--- config.mk ---
export PLATFORM = sky130hd
export DESIGN_NAME = cdc_fifo_wr_arbiter
export DESIGN_NICKNAME = d
export VERILOG_FILES = /design/src/rtl/cdc_fifo_wr_arbiter.sv
export SDC_FILE = /design/constraint.sdc
export NUM_CORES = 1
export LEC_CHECK = 0
export ABC_AREA = 1
export CORE_MARGIN = 1.5
export CORE_UTILIZATION = 41
export DETAILED_ROUTE_END_ITERATION = 8
export PLACE_DENSITY_LB_ADDON = 0.25
export RECOVER_POWER = 100
export SLEW_MARGIN = 20
export SYNTH_ARGS = -nofsm -noshare
export SYNTH_HDL_FRONTEND = slang
export SYNTH_SLANG_ARGS = --single-unit
--- constraint.sdc ---
create_clock -name w_clk -period 2.5 [get_ports w_clk]
set_input_delay 0.5 -clock w_clk [delete_from_list [all_inputs] [get_ports w_clk]]
set_output_delay 0.5 -clock w_clk [all_outputs]
set_load 0.02 [all_outputs]
--- src/rtl/cdc_fifo_wr_arbiter.sv ---
// Round-robin arbiter for the write port of the async CDC FIFO.
// One requester at a time owns the port for a burst of up to BURST_LEN beats.
// Each accepted word is registered onto w_inc/w_data. Writes are throttled on
// w_full/w_almost_full, so the FIFO never receives a write it would drop.
//
// Optional feature: define CDC_FIFO_WR_ARB_TAG_EN to prefix each written word
// with the index of the requester that sent it (w_data = {grant_idx, word}).
//
// state | meaning
// IDLE  | no owner; pick the next valid requester round-robin (1 cycle)
// LOCK  | burst owner may push words while the FIFO has room
module cdc_fifo_wr_arbiter #(
  parameter int NUM_REQ    = 4,
  parameter int DATA_WIDTH = 8,
  parameter int BURST_LEN  = 4,
  localparam int IDX_W     = ($clog2(NUM_REQ) > 1) ? $clog2(NUM_REQ) : 1,
`ifdef CDC_FIFO_WR_ARB_TAG_EN
  localparam int W_OUT     = DATA_WIDTH + IDX_W
`else
  localparam int W_OUT     = DATA_WIDTH
`endif
) (
  input  logic                          w_clk,
  input  logic                          w_rst_n,
  input  logic [NUM_REQ-1:0]            req_valid,
  input  logic [NUM_REQ*DATA_WIDTH-1:0] req_data,
  output logic [NUM_REQ-1:0]            req_ready,
  input  logic                          w_full,
  input  logic                          w_almost_full,
  output logic                          w_inc,
  output logic [W_OUT-1:0]              w_data,
  output logic [IDX_W-1:0]              grant_idx,
  output logic                          busy
);

  localparam int CNT_W = $clog2(BURST_LEN) + 1;

  typedef enum logic {IDLE, LOCK} state_t;

  state_t                 state_q, state_d;
  logic [IDX_W-1:0]       rr_q;
  logic [CNT_W-1:0]       cnt_q;
  logic [DATA_WIDTH-1:0]  words [NUM_REQ];
  logic [DATA_WIDTH-1:0]  owner_word;
  logic                   owner_valid;
  logic                   can_write;
  logic                   accept;
  logic                   last_beat;
  logic                   pick_found;
  logic [IDX_W-1:0]       pick_idx;
  logic [IDX_W-1:0]       cand;
  logic [IDX_W-1:0]       rr_next;

  // Unpack the flat requester data bus so it can be indexed by grant_idx.
  for (genvar g = 0; g < NUM_REQ; g++) begin : g_words
    assign words[g] = req_data[g*DATA_WIDTH +: DATA_WIDTH];
  end

  // The in-flight registered write consumes the last free slot when almost full.
  assign can_write   = !w_full && !(w_almost_full && w_inc);
  assign owner_valid = req_valid[grant_idx];
  assign owner_word  = words[grant_idx];
  assign accept      = (state_q == LOCK) && owner_valid && can_write;
  assign last_beat   = (cnt_q == CNT_W'(BURST_LEN - 1));
  assign busy        = (state_q == LOCK);
  assign rr_next     = IDX_W'((int'(pick_idx) + 1) % NUM_REQ);

  // Round-robin search: first valid requester starting at the RR pointer.
  always_comb begin
    pick_found = 1'b0;
    pick_idx   = '0;
    cand       = '0;
    for (int i = 0; i < NUM_REQ; i++) begin
      cand = IDX_W'((int'(rr_q) + i) % NUM_REQ);
      if (!pick_found && req_valid[cand]) begin
        pick_found = 1'b1;
        pick_idx   = cand;
      end
    end
  end

  // Next-state and ready generation.
  always_comb begin
    state_d   = state_q;
    req_ready = '0;
    unique case (state_q)
      IDLE: begin
        if (pick_found) state_d = LOCK;
      end
      LOCK: begin
        req_ready[grant_idx] = can_write;
        if (!owner_valid) state_d = IDLE;
        else if (accept && last_beat) state_d = IDLE;
      end
      default: state_d = IDLE;
    endcase
  end

  // State register.
  always_ff @(posedge w_clk or negedge w_rst_n) begin
    if (!w_rst_n) state_q <= IDLE;
    else          state_q <= state_d;
  end

  // Grant owner, RR pointer and burst beat counter.
  always_ff @(posedge w_clk or negedge w_rst_n) begin
    if (!w_rst_n) begin
      grant_idx <= '0;
      rr_q      <= '0;
      cnt_q     <= '0;
    end else if (state_q == IDLE) begin
      if (pick_found) begin
        grant_idx <= pick_idx;
        rr_q      <= rr_next;
        cnt_q     <= '0;
      end
    end else if (accept) begin
      cnt_q <= cnt_q + 1'b1;
    end
  end

  // Push pipeline: one registered write per accepted word, in accept order.
  always_ff @(posedge w_clk or negedge w_rst_n) begin
    if (!w_rst_n) begin
      w_inc  <= 1'b0;
      w_data <= '0;
    end else begin
      w_inc <= accept;
      if (accept) begin
`ifdef CDC_FIFO_WR_ARB_TAG_EN
        w_data <= {grant_idx, owner_word};
`else
        w_data <= owner_word;
`endif
      end
    end
  end

endmodule

==> load_flow_metrics.sql <==
INSERT INTO impl_metrics (metric_group, metric, value, unit) VALUES
('outcome', 'run_status', 'completed', ''),
('final_layout', 'regArea', '425.4', 'µm²'),
('final_layout', 'post_layout_nets', '282', ''),
('floorplan', 'die_width', '57.77', 'µm'),
('detailed_routing', 'wire_per_inst', '11.84', 'µm'),
('detailed_routing', 'route.detailed.drc', '0', ''),
('clock_tree', 'cts_root_buf', 'sky130_fd_sc_hd__clkbuf_4', ''),
('synth', 'synth.ff_latch_count', '17', ''),
('detailed_routing', 'ant_nets', '0', ''),
('floorplan', 'initial_core_util', '43.84', '%'),
('detailed_routing', 'detailedRoute.firstIterationViolations', '62', ''),
('final_layout', 'fill_cells', '271', ''),
('synth', 'synth_sequential_area_ratio', '34.59', '%'),
('place', 'placed_area', '0.001793', 'mm²'),
('timing', 'minimum_period_implied_by_the_final_worst_setup_slack', '2.365', 'ns'),
('synth', 'synth.cell_area', '0.001230', 'mm²'),
('clock_tree', 'cts_setup_buffers', '0', ''),
('place', 'portBuffers', '55', ''),
('timing', 'maxSlewViolCount', '0', ''),
('floorplan', 'top_level_ports', '56', ''),
('clock_tree', 'worst_setup_hold_path_clk_slew', '0.10', 'ns'),
('global_route', 'globalRouteOverflowTotal', '0', ''),
('setup_path', 'end_kind', 'primary output', ''),
('final_layout', 'diodes', '0', ''),
('final_layout', 'multi_input_logic_area', '679.4', 'µm²'),
('pwr', 'p_int', '0.0009599', 'W'),
('timing', 'hold_slack', '0.4854', 'ns'),
('synth', 'synthMostInstantiatedCell', 'sky130_fd_sc_hd__nand2_1', ''),
('pwr', 'clk_network_pwr_share', '7.5', '%'),
('detailed_routing', 'avgViaCountPerCell', '5.030', ''),
('pwr', 'swShare', '51.68', '%'),
('final_layout', 'post_route_cells_drive_above_1_share', '7.950', '%'),
('floorplan', 'fp-row-count', '19', ''),
('synth', 'synth.lib_cells_used.distinct', '25', ''),
('clock_tree', 'clock-sinks', '17', ''),
('global_route', 'number_of_global_route_vias_before_repair', '1307', ''),
('setup_path', 'cp_data_required_time', '2.00', 'ns'),
('global_route', 'groute.usage.overall', '20.98', '%'),
('synth', 'most_frequent_cells_after_synthesis', '83 x sky130_fd_sc_hd__nand2_1, 24 x sky130_fd_sc_hd__nand3_1, 17 x sky130_fd_sc_hd__dfrtp_1', ''),
('detailed_routing', 'route.final.wire_length', '3.197', 'mm'),
('place', 'place.gp.congestion', '0.8069', ''),
('synth', 'synth-xor-area-share', '0', '%'),
('detailed_routing', 'detailroute.via_count', '1358', ''),
('synth', 'synth-simple-area-share', '43.74', '%'),
('synth', 'synth_top_family_by_area', 'simple AND/OR/NAND/NOR gates', ''),
('synth', 'synth-edff-count', '0', ''),
('synth', 'postSynthCellCount', '183', ''),
('setup_path', 'critical_path.cell_chain', 'clkdlybuf4s50_1, a21oi_1, inv_1, nor2_1, inv_1, nor3_1, clkbuf_1', ''),
('clock_tree', 'worst_skew_pair.late_latency', '0.29', 'ns'),
('clock_tree', 'clock_path_buffers', '2', ''),
('worst_hold_path', 'hold_crit_class', 'flop to flop', ''),
('final_layout', 'post-route-cell-area', '0.001784', 'mm²'),
('global_route', 'grt_start_max_net_pins', '18', ''),
('timing', 'final.setup_skew', '0.002038', 'ns'),
('timing', 'worst_pin_slew', '0.7602', 'ns'),
('synth', 'yosysWarningCount', '0', ''),
('setup_path', 'critical-path-slowest-cell', 'sky130_fd_sc_hd__clkdlybuf4s50_1', ''),
('floorplan', 'die-height', '57.77', 'µm'),
('synth', 'netlist_top_cells_area', 'sky130_fd_sc_hd__dfrtp_1 35%, sky130_fd_sc_hd__nand2_1 25%, sky130_fd_sc_hd__nand3_1 9.8%', ''),
('clock_tree', 'h-tree-depth', '1', ''),
('synth', 'fraction_of_synthesis_flops_using_an_asynchronous_set_or_reset_pin', '100.0', '%'),
('synth', 'synth_mux_area_share', '0', '%'),
('timing', 'final.period_utilization', '94.58', '%'),
('synth', 'dominantRegCellSynth', 'sky130_fd_sc_hd__dfrtp_1', ''),
('clock_tree', 'cts_hold_repair.buffers', '0', ''),
('timing', 'setup-violations-final', '0', ''),
('setup_path', 'critical_path_max_stage_delay', '0.40', 'ns'),
('pwr', 'power_density', '1114', 'mW/mm²'),
('clock_tree', 'tritoncts', 'yes', ''),
('clock_tree', 'cts_made_buffers', '3', ''),
('setup_path', 'critPathLaunchType', 'input port', '');
## registers in the layout, indices dropped and copies added, names as in the netlist
| name | cells |
|---|---|
| cnt_q | 3 |
| w_inc | 1 |
| rr_q | 2 |
| w_data | 8 |
| busy | 1 |
| grant_idx | 2 |
## routing by layer
metal	GRT usage [%]	up-vias	wire, µm	part of all wire, %
met5	0	-	0	0
met4	5.316	0	26	0.81
met3	5.580	4	178	5.6
met2	37.66	38	1659	52
met1	24.75	608	1332	42
li1	-	708	-	-
## critical path, delay by kind of cell
kind | cells | cell delay, ns
simple gates | 2 | 0.37
compound gates | 1 | 0.17
buf+inv | 4 | 0.83
## what timing repair did
action,4_1_cts,5_1_grt
resized for setup,4,9
endpoints found under the setup margin,4,3
cloned,0,0
## logic make-up (layout without fill, tap and decap cells)
kind of cell	Yosys count	count (layout)
AND/OR/NAND/NOR	124	124
buffers and inverters	22	78
AO/OA/AOI/OAI	18	18
flip-flops	17	17
adder cells (fa/ha/maj)	2	2
## metrics by stage
| step | utilization (%) | setup WS (ns) | setup TNS [ns] | std cells |
|---|---|---|---|---|
| floorplan | - | 0.6104 | 0 | 183 |
| global placement | 63.92 | -0.2368 | -0.8846 | 266 |
| detailed placement | 63.92 | -0.2551 | -0.8807 | 266 |
| CTS | 64.72 | 0.02477 | 0 | 270 |
| global route | 63.60 | 0.01813 | 0 | 270 |
| finish | 63.60 | 0.1354 | 0 | 270 |
## layout make-up
type | count | area share [%]
well taps | 31 | 2.174
clock buffers | 3 | 1.262
clock inverters | 1 | 0.2805
inverters | 17 | 3.717
multi-input cells | 144 | 38.08
repair buffers | 57 | 30.65
flip-flops and latches | 17 | 23.84
## cells in the final DEF (no fill, tap or decap), types with 2 or more instances in the layout
cell,n
sky130_fd_sc_hd__dlygate4sd3_1,14
sky130_fd_sc_hd__inv_1,13
sky130_fd_sc_hd__o21ai_1,2
sky130_fd_sc_hd__inv_2,3
sky130_fd_sc_hd__a21oi_1,3
sky130_fd_sc_hd__nor3_1,3
sky130_fd_sc_hd__nor2_1,6
sky130_fd_sc_hd__nand3_1,24
sky130_fd_sc_hd__nand2_2,3
sky130_fd_sc_hd__dfrtp_1,17
sky130_fd_sc_hd__clkdlybuf4s50_1,37
sky130_fd_sc_hd__clkbuf_4,3
sky130_fd_sc_hd__nand2_1,84
sky130_fd_sc_hd__buf_4,2
sky130_fd_sc_hd__a22oi_1,8
sky130_fd_sc_hd__ha_1,2
sky130_fd_sc_hd__clkbuf_1,2
sky130_fd_sc_hd__nor2_2,2
## worst paths after layout
kind	slack (ns)	from	end	depth (start not counted)
max in group asynchronous	1.32	w_rst_n	w_data[7]$_DFFE_PN0P_	1
max	0.14	w_almost_full	req_ready[1]	7
min	0.49	w_data[2]$_DFFE_PN0P_	w_data[2]$_DFFE_PN0P_	2
min reg2reg	0.49	w_data[2]$_DFFE_PN0P_	w_data[2]$_DFFE_PN0P_	2
max reg2reg	0.28	grant_idx[1]$_DFFE_PN0P_	cnt_q[0]$_DFFE_PN0P_	7
min in group asynchronous	0.71	w_rst_n	rr_q[1]$_DFFE_PN0P_	1
## power by group through the flow
| stage | logic [W] | registers [W] | clock network [W] |
|---|---|---|---|
| 6_report | 0.00129 | 0.000551 | 0.000150 |
| 2_1_floorplan | 0.000905 | 0.000593 | 0 |
| 3_3_place_gp | 0.00136 | 0.000563 | 0 |
| 4_1_cts | 0.00138 | 0.000559 | 0.000149 |
| 3_5_place_dp | 0.00139 | 0.000560 | 0 |
| 5_1_grt | 0.00145 | 0.000574 | 0.000161 |
Note: power is estimated with default switching activity, not from simulation.
